File: config.mk
export PLATFORM = sky130hd
export DESIGN_NAME = wptr_full_ctrl_flat
export DESIGN_NICKNAME = d
export VERILOG_FILES = /design/src/rtl/wptr_full_ctrl_if.sv /design/src/rtl/wptr_full_ctrl.sv /design/src/flat_wrapper.sv
export SDC_FILE = /design/constraint.sdc
export NUM_CORES = 1
export LEC_CHECK = 0
export BUFFER_PORTS_ARGS = -buffer_cell sky130_fd_sc_hd__buf_4
export CORE_MARGIN = 2
export CORE_UTILIZATION = 45
export CTS_CLUSTER_DIAMETER = 40
export DETAILED_ROUTE_END_ITERATION = 6
export PLACE_DENSITY = 0.83
export REMOVE_ABC_BUFFERS = 1
export SETUP_SLACK_MARGIN = 0.5
export SYNTH_ARGS = -nofsm -noshare
export SYNTH_HDL_FRONTEND = slang
export SYNTH_SLANG_ARGS = --single-unit
File: constraint.sdc
create_clock -name wclk -period 6 [get_ports wclk]
set_clock_uncertainty 0.05 [all_clocks]
set_input_delay 1.2 -clock wclk [delete_from_list [all_inputs] [get_ports wclk]]
set_output_delay 1.2 -clock wclk [all_outputs]
set_load 0.01 [all_outputs]
File: src/rtl/wptr_full_ctrl_if.sv
// Write-side handshake bundle between the async-FIFO producer and wptr_full_ctrl.
// master drives the write request and synchronized read pointer; slave is the controller.
interface wptr_full_ctrl_if #(parameter int ADDRSIZE = 9);
  logic                winc;
  logic [ADDRSIZE:0]   rptr_sync;
  logic                wen;
  logic [ADDRSIZE-1:0] waddr;
  logic [ADDRSIZE:0]   wbin;
  logic [ADDRSIZE:0]   wptr;
  logic                wfull;
  logic                walmost_full;
  logic [ADDRSIZE:0]   wlevel;
  logic                woverflow;

  modport master (
    output winc, rptr_sync,
    input  wen, waddr, wbin, wptr, wfull, walmost_full, wlevel, woverflow
  );

  modport slave (
    input  winc, rptr_sync,
    output wen, waddr, wbin, wptr, wfull, walmost_full, wlevel, woverflow
  );
endinterface

File: src/rtl/wptr_full_ctrl.sv
// Async-FIFO write pointer / full-flag generator (write clock domain only).
// Define WPTR_LEVEL_EN to build the occupancy level and almost-full registers.
module wptr_full_ctrl #(
  parameter int ADDRSIZE     = 9,
  parameter int AFULL_THRESH = 480
) (
  input  logic            wclk,
  input  logic            w_rst_n,
  wptr_full_ctrl_if.slave wif
);

  logic [ADDRSIZE:0] wbin_q, wbin_d;
  logic [ADDRSIZE:0] wptr_q, wptr_d;
  logic              wfull_q, wfull_d;
  logic              woverflow_q, woverflow_d;
  logic              accept;
  logic [ADDRSIZE:0] rptr_full_cmp;

  always_comb begin
    accept        = wif.winc & ~wfull_q;
    wbin_d        = wbin_q + {{ADDRSIZE{1'b0}}, accept};
    wptr_d        = (wbin_d >> 1) ^ wbin_d;
    // Full when the write pointer is exactly one lap ahead of the read pointer in Gray space
    rptr_full_cmp = {~wif.rptr_sync[ADDRSIZE:ADDRSIZE-1], wif.rptr_sync[ADDRSIZE-2:0]};
    wfull_d       = (wptr_d == rptr_full_cmp);
    woverflow_d   = woverflow_q | (wif.winc & wfull_q);
  end

  always_ff @(posedge wclk) begin
    if (!w_rst_n) begin
      wbin_q      <= '0;
      wptr_q      <= '0;
      wfull_q     <= 1'b0;
      woverflow_q <= 1'b0;
    end else begin
      wbin_q      <= wbin_d;
      wptr_q      <= wptr_d;
      wfull_q     <= wfull_d;
      woverflow_q <= woverflow_d;
    end
  end

  // Gate with reset so a stale full flag or winc cannot write memory during reset
  assign wif.wen       = accept & w_rst_n;
  assign wif.waddr     = wbin_q[ADDRSIZE-1:0];
  assign wif.wbin      = wbin_q;
  assign wif.wptr      = wptr_q;
  assign wif.wfull     = wfull_q;
  assign wif.woverflow = woverflow_q;

`ifdef WPTR_LEVEL_EN
  localparam logic [ADDRSIZE:0] AF_TH = (ADDRSIZE+1)'(AFULL_THRESH);

  logic [ADDRSIZE:0] rbin_sync;
  logic [ADDRSIZE:0] wlevel_q, wlevel_d;
  logic              afull_q, afull_d;
  logic              acc;

  always_comb begin
    rbin_sync = '0;
    acc       = 1'b0;
    for (int i = ADDRSIZE; i >= 0; i--) begin
      acc          = acc ^ wif.rptr_sync[i];
      rbin_sync[i] = acc;
    end
    // Lagging rptr_sync makes this an over-estimate, never an under-estimate
    wlevel_d = wbin_d - rbin_sync;
    afull_d  = (wlevel_d >= AF_TH);
  end

  always_ff @(posedge wclk) begin
    if (!w_rst_n) begin
      wlevel_q <= '0;
      afull_q  <= 1'b0;
    end else begin
      wlevel_q <= wlevel_d;
      afull_q  <= afull_d;
    end
  end

  assign wif.wlevel       = wlevel_q;
  assign wif.walmost_full = afull_q;
`else
  assign wif.wlevel       = '0;
  assign wif.walmost_full = 1'b0;
`endif

endmodule

File: src/flat_wrapper.sv
// flat-port wrapper written by rule: the top's interface ports become plain ports
module wptr_full_ctrl_flat 
#(
  parameter int ADDRSIZE     = 9,
  parameter int AFULL_THRESH = 480
)
  (wclk, w_rst_n, wif_winc, wif_rptr_sync, wif_wen, wif_waddr, wif_wbin, wif_wptr, wif_wfull, wif_walmost_full, wif_wlevel, wif_woverflow);
  wptr_full_ctrl_if #(.ADDRSIZE(ADDRSIZE)) wif_i ();
  input  logic wclk;
  input  logic w_rst_n;
  input wire logic [$bits(wif_i.winc)-1:0] wif_winc;
  input wire logic [$bits(wif_i.rptr_sync)-1:0] wif_rptr_sync;
  output wire logic [$bits(wif_i.wen)-1:0] wif_wen;
  output wire logic [$bits(wif_i.waddr)-1:0] wif_waddr;
  output wire logic [$bits(wif_i.wbin)-1:0] wif_wbin;
  output wire logic [$bits(wif_i.wptr)-1:0] wif_wptr;
  output wire logic [$bits(wif_i.wfull)-1:0] wif_wfull;
  output wire logic [$bits(wif_i.walmost_full)-1:0] wif_walmost_full;
  output wire logic [$bits(wif_i.wlevel)-1:0] wif_wlevel;
  output wire logic [$bits(wif_i.woverflow)-1:0] wif_woverflow;
  assign wif_i.winc = wif_winc;
  assign wif_i.rptr_sync = wif_rptr_sync;
  assign wif_wen = wif_i.wen;
  assign wif_waddr = wif_i.waddr;
  assign wif_wbin = wif_i.wbin;
  assign wif_wptr = wif_i.wptr;
  assign wif_wfull = wif_i.wfull;
  assign wif_walmost_full = wif_i.walmost_full;
  assign wif_wlevel = wif_i.wlevel;
  assign wif_woverflow = wif_i.woverflow;
  wptr_full_ctrl #(.ADDRSIZE(ADDRSIZE), .AFULL_THRESH(AFULL_THRESH)) u_core (.wclk(wclk), .w_rst_n(w_rst_n), .wif(wif_i));
endmodule
==> results.py, run 1 <==
metrics = {
    "power_and_ir_drop": {
        "vdd_drop_max_v": 0.0000616,
        "p_leak_uw": 0.000853,
        "power.density_nw_per_um2": 151,
        "p_total_uw": 289,
    },
    "yosys": {
        "synth_edf_count": 0,
        "synth.top_cell.area_share_pct": 25.0,
        "yosys.area.top_type": "dfxtp_1",
        "yosys.cell_types.count": 55,
        "yosysSeqAreaShare_pct": 25.0,
        "synth_seq_cells": 21,
        "postSynthCellCount": 196,
        "syn_avg_cell_area_um2": 8.57,
        "synth_warnings": 0,
        "synth_area_leaders": "dfxtp_1 (25%), buf_4 (9.4%), xnor2_1 (7.8%), xor2_1 (6.8%), and2_1 (6.7%)",
        "synthFlopType": "dfxtp_1",
        "mappedNetlistArea_um2": 1680,
        "synthArstFlopShare_pct": 0,
    },
    "floorplanning": {
        "dieWidth_um": 65.1,
        "die_area_um2": 4240,
        "ios": 56,
        "num_rows": 22,
        "core_region_area_um2": 3630,
        "initial_core_util_pct": 46.2,
        "dieHeight_um": 65.1,
    },
    "detailed_routing": {
        "dr.pass1.iters": 4,
        "drt-vias-per-instance": 5.20,
        "routedWlPerCell_um": 12.6,
        "finalWirelength_mm": 3.37,
        "ant_nets": 0,
        "drc": 0,
        "num_vias": 1393,
        "drt_iter0_markers": 67,
    },
    "global_route": {
        "overflow": 0,
        "grt_max_degree": 24,
        "antenna_found_initial": 0,
        "grt_pass1_wl_mm": 5.24,
        "grt_use_total_pct": 15.7,
        "grt_pass1_vias": 1161,
    },
    "sta": {
        "tightest_slew_ns": 0.830,
        "slew_headroom_pct": 44.7,
        "fin_crit_ns": 3.67,
        "period_share_pct": 61.1,
        "final.setup.tns_ns": 0,
        "slew_violations": 0,
        "fmax_ghz": 0.273,
        "hold_viol": 0,
        "rsz0062_at_grt": "no",
        "setup_viol": 0,
        "fin_ws_ns": 2.33,
    },
    "cells_and_area": {
        "mostFrequentLayoutCell": "buf_4",
        "multi_input_area_um2": 1050,
        "regArea_um2": 420,
        "nFillCells": 365,
        "insertedDiodeCount": 0,
        "syn2layout_area_growth_pct": 13.6,
        "layout_common_cells": "buf_4 (44), dfxtp_1 (21), and2_1 (18)",
        "final_util_pct": 52.5,
        "nNetsFinal": 236,
        "drive_gt1_share_pct": 26.4,
    },
    "cts": {
        "cts-resized-gates": 0,
        "clk_latency_ns": 0.26,
        "cts.htree.levels": 1,
        "post-cts-setup-buffers": 0,
        "cts-root-buf": "clkbuf_8",
        "clock_sinks": 21,
        "clk_path_buf_depth": 2,
        "tritoncts.num_buffers": 3,
        "cts_tree": "done",
        "hold_buffers": 0,
        "path_clk_slew_ns": 0.08,
    },
    "place": {
        "dp_hpwl_mm": 2.42,
        "pre_cts_ws_ns": 2.10,
        "place_congestion": 0.866,
        "portBuffers": 44,
    },
    "worst_setup_path": {
        "worstPathArrival_ns": 3.77,
        "setup.worst_path.end": "u_core.wif.wfull$_SDFF_PN0_",
        "timing.rr.start": "u_core.wif.wfull$_SDFF_PN0_",
        "rrSetupSlack_ns": 3.03,
        "critPathCaptureType": "flop",
        "critical_path_class": "in2reg",
        "crit_fanout": 23,
        "crit_path_start": "wif_winc",
        "required_ns": 6.10,
        "start_kind": "primary input",
        "ff2ff_path_depth": 9,
        "r2r-end": "u_core.wif.wfull$_SDFF_PN0_",
    },
    "run": {
        "maxCapViolCount": 0,
    },
    "worst_hold_path": {
        "min_path_type": "reg2reg",
    },
    "outcome": {
        "status": "finished clean",
    },
}
-- worst min path at each step --
stage | end | startpoint | cells after the start | slack (ns)
after global routing | u_core.wif.woverflow$_SDFF_PN0_ | u_core.wif.woverflow$_SDFF_PN0_ | 2 | 0.47
after detailed placement | u_core.wif.woverflow$_SDFF_PN0_ | u_core.wif.woverflow$_SDFF_PN0_ | 2 | 0.43
after global placement | u_core.wif.woverflow$_SDFF_PN0_ | u_core.wif.woverflow$_SDFF_PN0_ | 2 | 0.43
after CTS | u_core.wif.woverflow$_SDFF_PN0_ | u_core.wif.woverflow$_SDFF_PN0_ | 2 | 0.45
after floorplan | u_core.wif.woverflow$_SDFF_PN0_ | u_core.wif.woverflow$_SDFF_PN0_ | 2 | 0.47
final | u_core.wif.woverflow$_SDFF_PN0_ | u_core.wif.woverflow$_SDFF_PN0_ | 2 | 0.44
-- state kept, by name, indices dropped and copies added, names as in the netlist --
signal / count
u_core.wif.wbin: 9
u_core.wif.wfull: 1
u_core.wif.wptr: 10
u_core.wif.woverflow: 1
-- synthesized netlist by cell type (2+ instances only) --
library cell,count
a21boi_1,2
a21o_1,2
a21oi_1,12
a31oi_1,2
and2_1,18
buf_2,4
buf_4,21
buf_6,2
clkbuf_1,4
clkbuf_4,2
dfxtp_1,21
ha_1,2
mux2i_1,5
nand2_1,12
nand2_2,2
nand3_1,2
nand4b_1,2
nor2_1,7
nor2b_1,4
nor3_1,4
o21ai_0,4
o22ai_1,2
or4_1,2
xnor2_1,15
xor2_1,13
-- power by group --
part / leakage, µW / total, µW / switching [µW] / internal (µW)
registers: 0.000170 / 146 / 2.88 / 143
logic: 0.000661 / 50.1 / 25.2 / 24.9
clock network: 0.0000228 / 92.8 / 45.5 / 47.3
-- layout make-up --
type	instances	share of cell area, %
clock buffer	4	2.36
inverter	1	0.197
multi-input combinational	150	55.0
sequential	21	22.0
tap	48	3.15
timing repair buffer	44	17.3
-- logic make-up after synthesis --
logic type / share of synthesized area, %
other: 0.223
xor gates and xnor gates: 16.9
buffers and inverters: 14.7
and+or+nand+nor: 26.1
DFF: 25.0
muxes: 2.98
adders and majority gates: 1.49
AOI/OAI and AO/OA: 12.6
-- critical path: stages --
cell and delay [ns]:
buf_4 0.08, nor2b_1 0.15, ha_1 0.28, ha_1 0.74, and3b_2 0.32, a21o_1 0.16
a21oi_1 0.25, xnor3_1 0.27, a21boi_1 0.13, and4_1 0.18
-- stage by stage --
step | cell area, µm² | hold WS [ns] | cells
6_report | 1910 | 0.443 | 268
5_1_grt | 1910 | 0.467 | 268
4_1_cts | 1910 | 0.449 | 268
3_5_place_dp | 1860 | 0.428 | 264
3_3_place_gp | 1860 | 0.425 | 264
2_1_floorplan | 1470 | 0.474 | 172
-- per-layer routing --
| layer | track usage [%] | up-vias | part of all wire, % |
|---|---|---|---|
| met5 | 0 | - | 0 |
| met4 | 5.47 | 0 | 2.1 |
| met3 | 2.23 | 7 | 6.2 |
| met2 | 26.9 | 61 | 47 |
| met1 | 20.1 | 641 | 45 |
| li1 | - | 684 | - |
Note: power is estimated with default switching activity, not from simulation.
==> run 2, diff against run 1 <==
Settings changed: PLACE_DENSITY 0.83 to 0.86.
Clock period 6 ns to 3.25 ns, I/O delays scaled along.
==> results.py, run 2 (same netlist as run 1, synthesis figures left out) <==
metrics = {
    "power_and_ir_drop": {
        "p_clk_share_pct": 32.3,
        "p_switching_uw": 139,
        "power.density_nw_per_um2": 273,
        "pwr-share-comb_pct": 17.7,
        "internal_power_uw": 399,
        "p_total_uw": 538,
        "vdd_drop_max_v": 0.000125,
        "p_seq_share_pct": 50.0,
        "p_leak_uw": 0.000881,
        "swShare_pct": 25.9,
    },
    "cts": {
        "hold_buffers": 0,
        "cts_tree": "done",
        "post-cts-setup-buffers": 0,
        "clock_sinks": 21,
        "tritoncts.num_buffers": 3,
        "cts-resized-gates": 0,
        "clk_path_buf_depth": 2,
        "cts-root-buf": "clkbuf_8",
        "cts.htree.levels": 1,
        "path_clk_slew_ns": 0.08,
        "clk_latency_ns": 0.26,
    },
    "floorplanning": {
        "die_area_um2": 4240,
        "ios": 56,
        "dieWidth_um": 65.1,
        "core_region_area_um2": 3630,
        "dieHeight_um": 65.1,
        "initial_core_util_pct": 46.2,
        "num_rows": 22,
    },
    "worst_setup_path": {
        "worst_path_max_delay_cell": "ha_2",
        "critical_path_buf_inv_count": 1,
        "cp_num_cells": 10,
        "path_cells": "buf_4, nor2b_1, ha_2, ha_2, nand3_2, xor2_4, xor2_2, mux2i_1, mux2i_1, and4_1",
        "ff2ff_path_depth": 9,
        "cp_top_family": "simple AND/OR/NAND/NOR gates",
        "critPathCaptureType": "flop",
        "start_kind": "primary input",
        "required_ns": 3.36,
        "worstPathArrival_ns": 2.69,
        "critPathMaxStageDelay_ns": 0.28,
        "critical_path_class": "in2reg",
        "crit_fanout": 6,
    },
    "sta": {
        "period_share_pct": 79.4,
        "hold-worst-slack_ns": 0.448,
        "final.setup.tns_ns": 0,
        "slew_headroom_pct": 49.1,
        "fin_crit_ns": 2.58,
        "rsz0062_at_grt": "no",
        "fmax_ghz": 0.387,
        "fin_ws_ns": 0.668,
        "setup_viol": 0,
        "slew_violations": 0,
        "tightest_slew_ns": 0.762,
        "hold_viol": 0,
    },
    "cells_and_area": {
        "insertedDiodeCount": 0,
        "nNetsFinal": 238,
        "syn2layout_area_growth_pct": 17.2,
        "layout_common_cells": "buf_4 (46), dfxtp_1 (21), and2_1 (18)",
        "regArea_um2": 420,
        "nFillCells": 352,
        "multi_input_area_um2": 1090,
        "mostFrequentLayoutCell": "buf_4",
        "drive_gt1_share_pct": 29.7,
        "largest_reg_flops": 10,
    },
    "detailed_routing": {
        "drc": 0,
        "drt-vias-per-instance": 5.23,
        "finalWirelength_mm": 3.43,
        "drt_iter0_markers": 32,
        "dr.pass1.iters": 4,
        "ant_nets": 0,
        "num_vias": 1411,
        "routedWlPerCell_um": 12.7,
    },
    "place": {
        "place_congestion": 0.817,
        "pre_cts_ws_ns": 0.283,
        "dp_hpwl_mm": 2.38,
        "portBuffers": 44,
    },
    "global_route": {
        "grt_pass1_vias": 1226,
        "antenna_found_initial": 0,
        "grt_pass1_wl_mm": 5.38,
        "grt_max_degree": 23,
        "grt_use_total_pct": 16.2,
        "overflow": 0,
    },
    "worst_hold_path": {
        "min_path_type": "reg2reg",
        "min_delay_path_depth": 2,
    },
    "run": {
        "maxCapViolCount": 0,
    },
    "outcome": {
        "status": "finished clean",
    },
}
-- run 2: cell types whose count changed in the layout (fill, tap and decap cells not counted), sizes merged --
cell	previous run	this run
buf	44	46
-- run 2: power groups by stage --
stage	combinational (µW)	sequential (µW)	clock [µW]
after floorplan	49.2	279	0
after global placement	91.6	275	0
after detailed placement	92.5	275	0
after CTS	93.3	269	176
after global routing	104	270	189
final	94.9	269	174
-- run 2: cell type report --
type	instances	area share, %
multi-input cells	150	55.6
flip-flops and latches	21	21.3
inverters	1	0.191
repair buffers	46	17.5
clock buffers	4	2.29
well taps	48	3.05
-- run 2: metal layers --
metal / vias up / share of wire, % / global-route usage, %
met5: - / 0 / 0
met4: 0 / 2.3 / 7.55
met3: 8 / 6.0 / 3.25
met2: 59 / 49 / 28.5
met1: 654 / 42 / 19.0
li1: 690 / - / -
-- run 2: final timing paths --
| path | to | slack [ns] | start |
|---|---|---|---|
| max | u_core.wif.wfull$_SDFF_PN0_ | 0.67 | wif_winc |
| min | u_core.wif.woverflow$_SDFF_PN0_ | 0.45 | u_core.wif.woverflow$_SDFF_PN0_ |
| max reg2reg | u_core.wif.wfull$_SDFF_PN0_ | 0.81 | u_core.wif.wfull$_SDFF_PN0_ |
| min reg2reg | u_core.wif.woverflow$_SDFF_PN0_ | 0.45 | u_core.wif.woverflow$_SDFF_PN0_ |
-- run 2: per-stage QoR --
step / utilization (%) / cell area (µm²) / instances
2_1_floorplan: - / 1470 / 172
3_3_place_gp: 51.7 / 1880 / 266
3_5_place_dp: 51.7 / 1880 / 266
4_1_cts: 53.0 / 1920 / 270
5_1_grt: 54.2 / 1970 / 270
6_report: 54.2 / 1970 / 270
-- run 2: worst min-delay path: cells and delay by family (launching register included) --
kind / cells / cell delay, ns
AO/OA/AOI/OAI: 1 / 0.04
flip-flops: 1 / 0.33
AND/OR/NAND/NOR: 1 / 0.09
==> run 3, diff against run 2 <==
Settings changed: ABC_AREA set to 1.
Clock period 3.25 ns to 2.5 ns, I/O delays scaled along.
==> results.py, run 3 <==
metrics = {
    "outcome": {
        "status": "finished clean",
    },
    "floorplanning": {
        "die_area_um2": 3620,
        "dieHeight_um": 60.1,
        "initial_core_util_pct": 46.8,
        "num_rows": 20,
        "core_region_area_um2": 3030,
        "ios": 56,
        "dieWidth_um": 60.1,
    },
    "cells_and_area": {
        "drive_gt1_share_pct": 33.8,
        "nNetsFinal": 276,
        "postLayoutCellArea_um2": 1800,
        "syn2layout_area_growth_pct": 26.9,
        "final_util_pct": 59.4,
        "mostFrequentLayoutCell": "nand2_1",
        "nFillCells": 281,
        "insertedDiodeCount": 0,
        "largest_reg_flops": 10,
        "layout_common_cells": "nand2_1 (63), buf_4 (49), nor2_1 (22)",
    },
    "yosys": {
        "yosysSeqAreaShare_pct": 29.7,
        "synth_seq_cells": 21,
        "synth_warnings": 0,
        "synth_edf_count": 0,
        "mappedNetlistArea_um2": 1420,
        "synthFlopType": "dfxtp_1",
        "yosys.cell_types.count": 22,
        "syn_avg_cell_area_um2": 6.47,
        "yosys.area.top_type": "dfxtp_1",
        "synthArstFlopShare_pct": 0,
        "synth.top_cell.area_share_pct": 29.7,
        "synth_area_leaders": "dfxtp_1 (30%), nand2_1 (18%), buf_4 (11%), nand3_1 (6.7%), nor2_1 (6.4%)",
        "synth.most_common_cell": "nand2_1",
        "postSynthCellCount": 219,
        "synth_commonest_cells": "nand2_1 (68), nor2_1 (24), buf_4 (21), dfxtp_1 (21)",
    },
    "detailed_routing": {
        "ant_nets": 0,
        "finalWirelength_mm": 3.16,
        "num_vias": 1431,
        "drc": 0,
        "routedWlPerCell_um": 10.4,
        "drt_iter0_markers": 48,
        "dr.pass1.iters": 4,
        "drt-vias-per-instance": 4.71,
    },
    "worst_setup_path": {
        "critPathMaxStageDelay_ns": 0.28,
        "worst_path_max_delay_cell": "ha_4",
        "timing.rr.start": "u_core.wif.wfull$_SDFF_PN0_",
        "critPathCaptureType": "flop",
        "required_ns": 2.70,
        "critical_path_class": "in2reg",
        "crit_path_start": "wif_winc",
        "path_cells": "buf_4, inv_1, nor2_4, ha_4, ha_4, inv_2, nand2_2, nand2_2, nand2_1, nand2_1, nor2_2, nand3_1, nor2_1, nand2_1, nor2_1, nand2_1, nor2_2",
        "start_kind": "primary input",
        "crit_fanout": 4,
        "path_common_cell": "nand2_1",
        "worstPathArrival_ns": 2.11,
    },
    "global_route": {
        "grt_max_degree": 19,
        "grt_pass1_wl_mm": 5.24,
        "grt_pass1_vias": 1261,
        "antenna_found_initial": 0,
        "overflow": 0,
        "grt_use_total_pct": 19.3,
    },
    "power_and_ir_drop": {
        "internal_power_uw": 463,
        "vdd_drop_max_v": 0.000288,
        "swShare_pct": 27.8,
        "p_switching_uw": 179,
        "p_seq_share_pct": 54.3,
        "p_leak_uw": 0.000913,
        "power.density_nw_per_um2": 357,
        "pwr-share-comb_pct": 19.4,
        "p_clk_share_pct": 26.4,
    },
    "place": {
        "place_congestion": 0.871,
        "pre_cts_ws_ns": 0.138,
        "dp_hpwl_mm": 2.47,
        "portBuffers": 44,
        "postPlaceCellArea_um2": 1690,
    },
    "worst_hold_path": {
        "min_from": "w_rst_n",
        "min_path_type": "in2reg",
    },
    "cts": {
        "clock_sinks": 21,
        "cts_tree": "done",
        "hold_buffers": 0,
        "tritoncts.num_buffers": 3,
        "clk_path_buf_depth": 2,
        "path_clk_slew_ns": 0.12,
        "clk_latency_ns": 0.31,
        "cts-root-buf": "clkbuf_4",
        "cts.htree.levels": 1,
    },
    "sta": {
        "setup_viol": 0,
        "fin_ws_ns": 0.591,
        "slew_violations": 0,
        "rsz0062_at_grt": "yes",
        "fmax_ghz": 0.524,
        "period_share_pct": 76.3,
        "hold_viol": 0,
        "fin_crit_ns": 1.91,
        "final.setup.tns_ns": 0,
    },
    "run": {
        "maxCapViolCount": 0,
    },
}
-- run 3: changes by cell type after synthesis, moves of 11 or more --
cell and change:
nand2_1 +56, and2_1 -18, inv_1 +18, nand3_1 +17
nor2_1 +17, xnor2_1 -15, xor2_1 -13, nand2_2 +11
-- run 3: cell families (layout without fill, tap and decap cells) --
logic type | Yosys count | after routing | share of synthesized area [%]
DFF | 21 | 21 | 29.7
other | 1 | 11 | 0.265
AOI/OAI and AO/OA | 10 | 10 | 3.53
buffers and inverters | 45 | 76 | 17.7
and+or+nand+nor | 140 | 140 | 47.1
adders and majority gates | 2 | 2 | 1.76
-- run 3: timing repair --
item | CTS | global route
buffers inserted | 2 | 2
gates cloned | 0 | 0
setup endpoints to repair | 1 | 1
resized for setup | 5 | 11
pin swaps | 2 | 9
-- run 3: routing by layer --
metal  track usage, %  part of all wire [%]  vias up
met5                0                     0        -
met4             7.94                   2.5        0
met3             2.38                   4.8        7
met2             33.7                    49       53
met1             23.6                    43      637
li1                 -                     -      734
-- run 3: worst max-delay path: cells and delay by family --
| family | cells | cell delay, ns |
|---|---|---|
| buffers and inverters | 3 | 0.26 |
| adder cells (fa/ha/maj) | 2 | 0.45 |
| AND/OR/NAND/NOR | 12 | 0.90 |
-- run 3: cell type report --
| cell class | count | area, µm² | area share (%) |
|---|---|---|---|
| multi-input cells | 163 | 837 | 46.5 |
| flip-flops and latches | 21 | 424 | 23.6 |
| repair buffers | 49 | 368 | 20.4 |
| inverters | 23 | 88.8 | 4.94 |
| well taps | 44 | 55.1 | 3.06 |
| clock buffers | 4 | 26.3 | 1.46 |
-- run 3: metrics by stage --
step / std cells / power (µW) / hold slack [ns]
finish: 304 / 642 / 0.372
global route: 304 / 680 / 0.371
CTS: 302 / 632 / 0.363
detailed placement: 296 / 461 / 0.421
global placement: 296 / 460 / 0.411
floorplan: 207 / 415 / 0.452
-- run 3: final timing paths --
| path | to | slack, ns | depth (start not counted) |
|---|---|---|---|
| setup / recovery | u_core.wif.wfull$_SDFF_PN0_ | 0.59 | 17 |
| hold / removal | u_core.wif.wbin[1]$_SDFF_PN0_ | 0.37 | 3 |
| setup reg to reg | u_core.wif.wfull$_SDFF_PN0_ | 0.61 | 15 |
| hold reg to reg | u_core.wif.woverflow$_SDFF_PN0_ | 0.46 | 2 |
-- run 3: power groups by stage --
stage          clock network [µW]  logic (µW)  registers, µW
2_1_floorplan                   0        54.6            360
3_3_place_gp                    0         104            356
3_5_place_dp                    0         105            356
4_1_cts                       172         111            349
5_1_grt                       191         140            350
6_report                      169         124            349
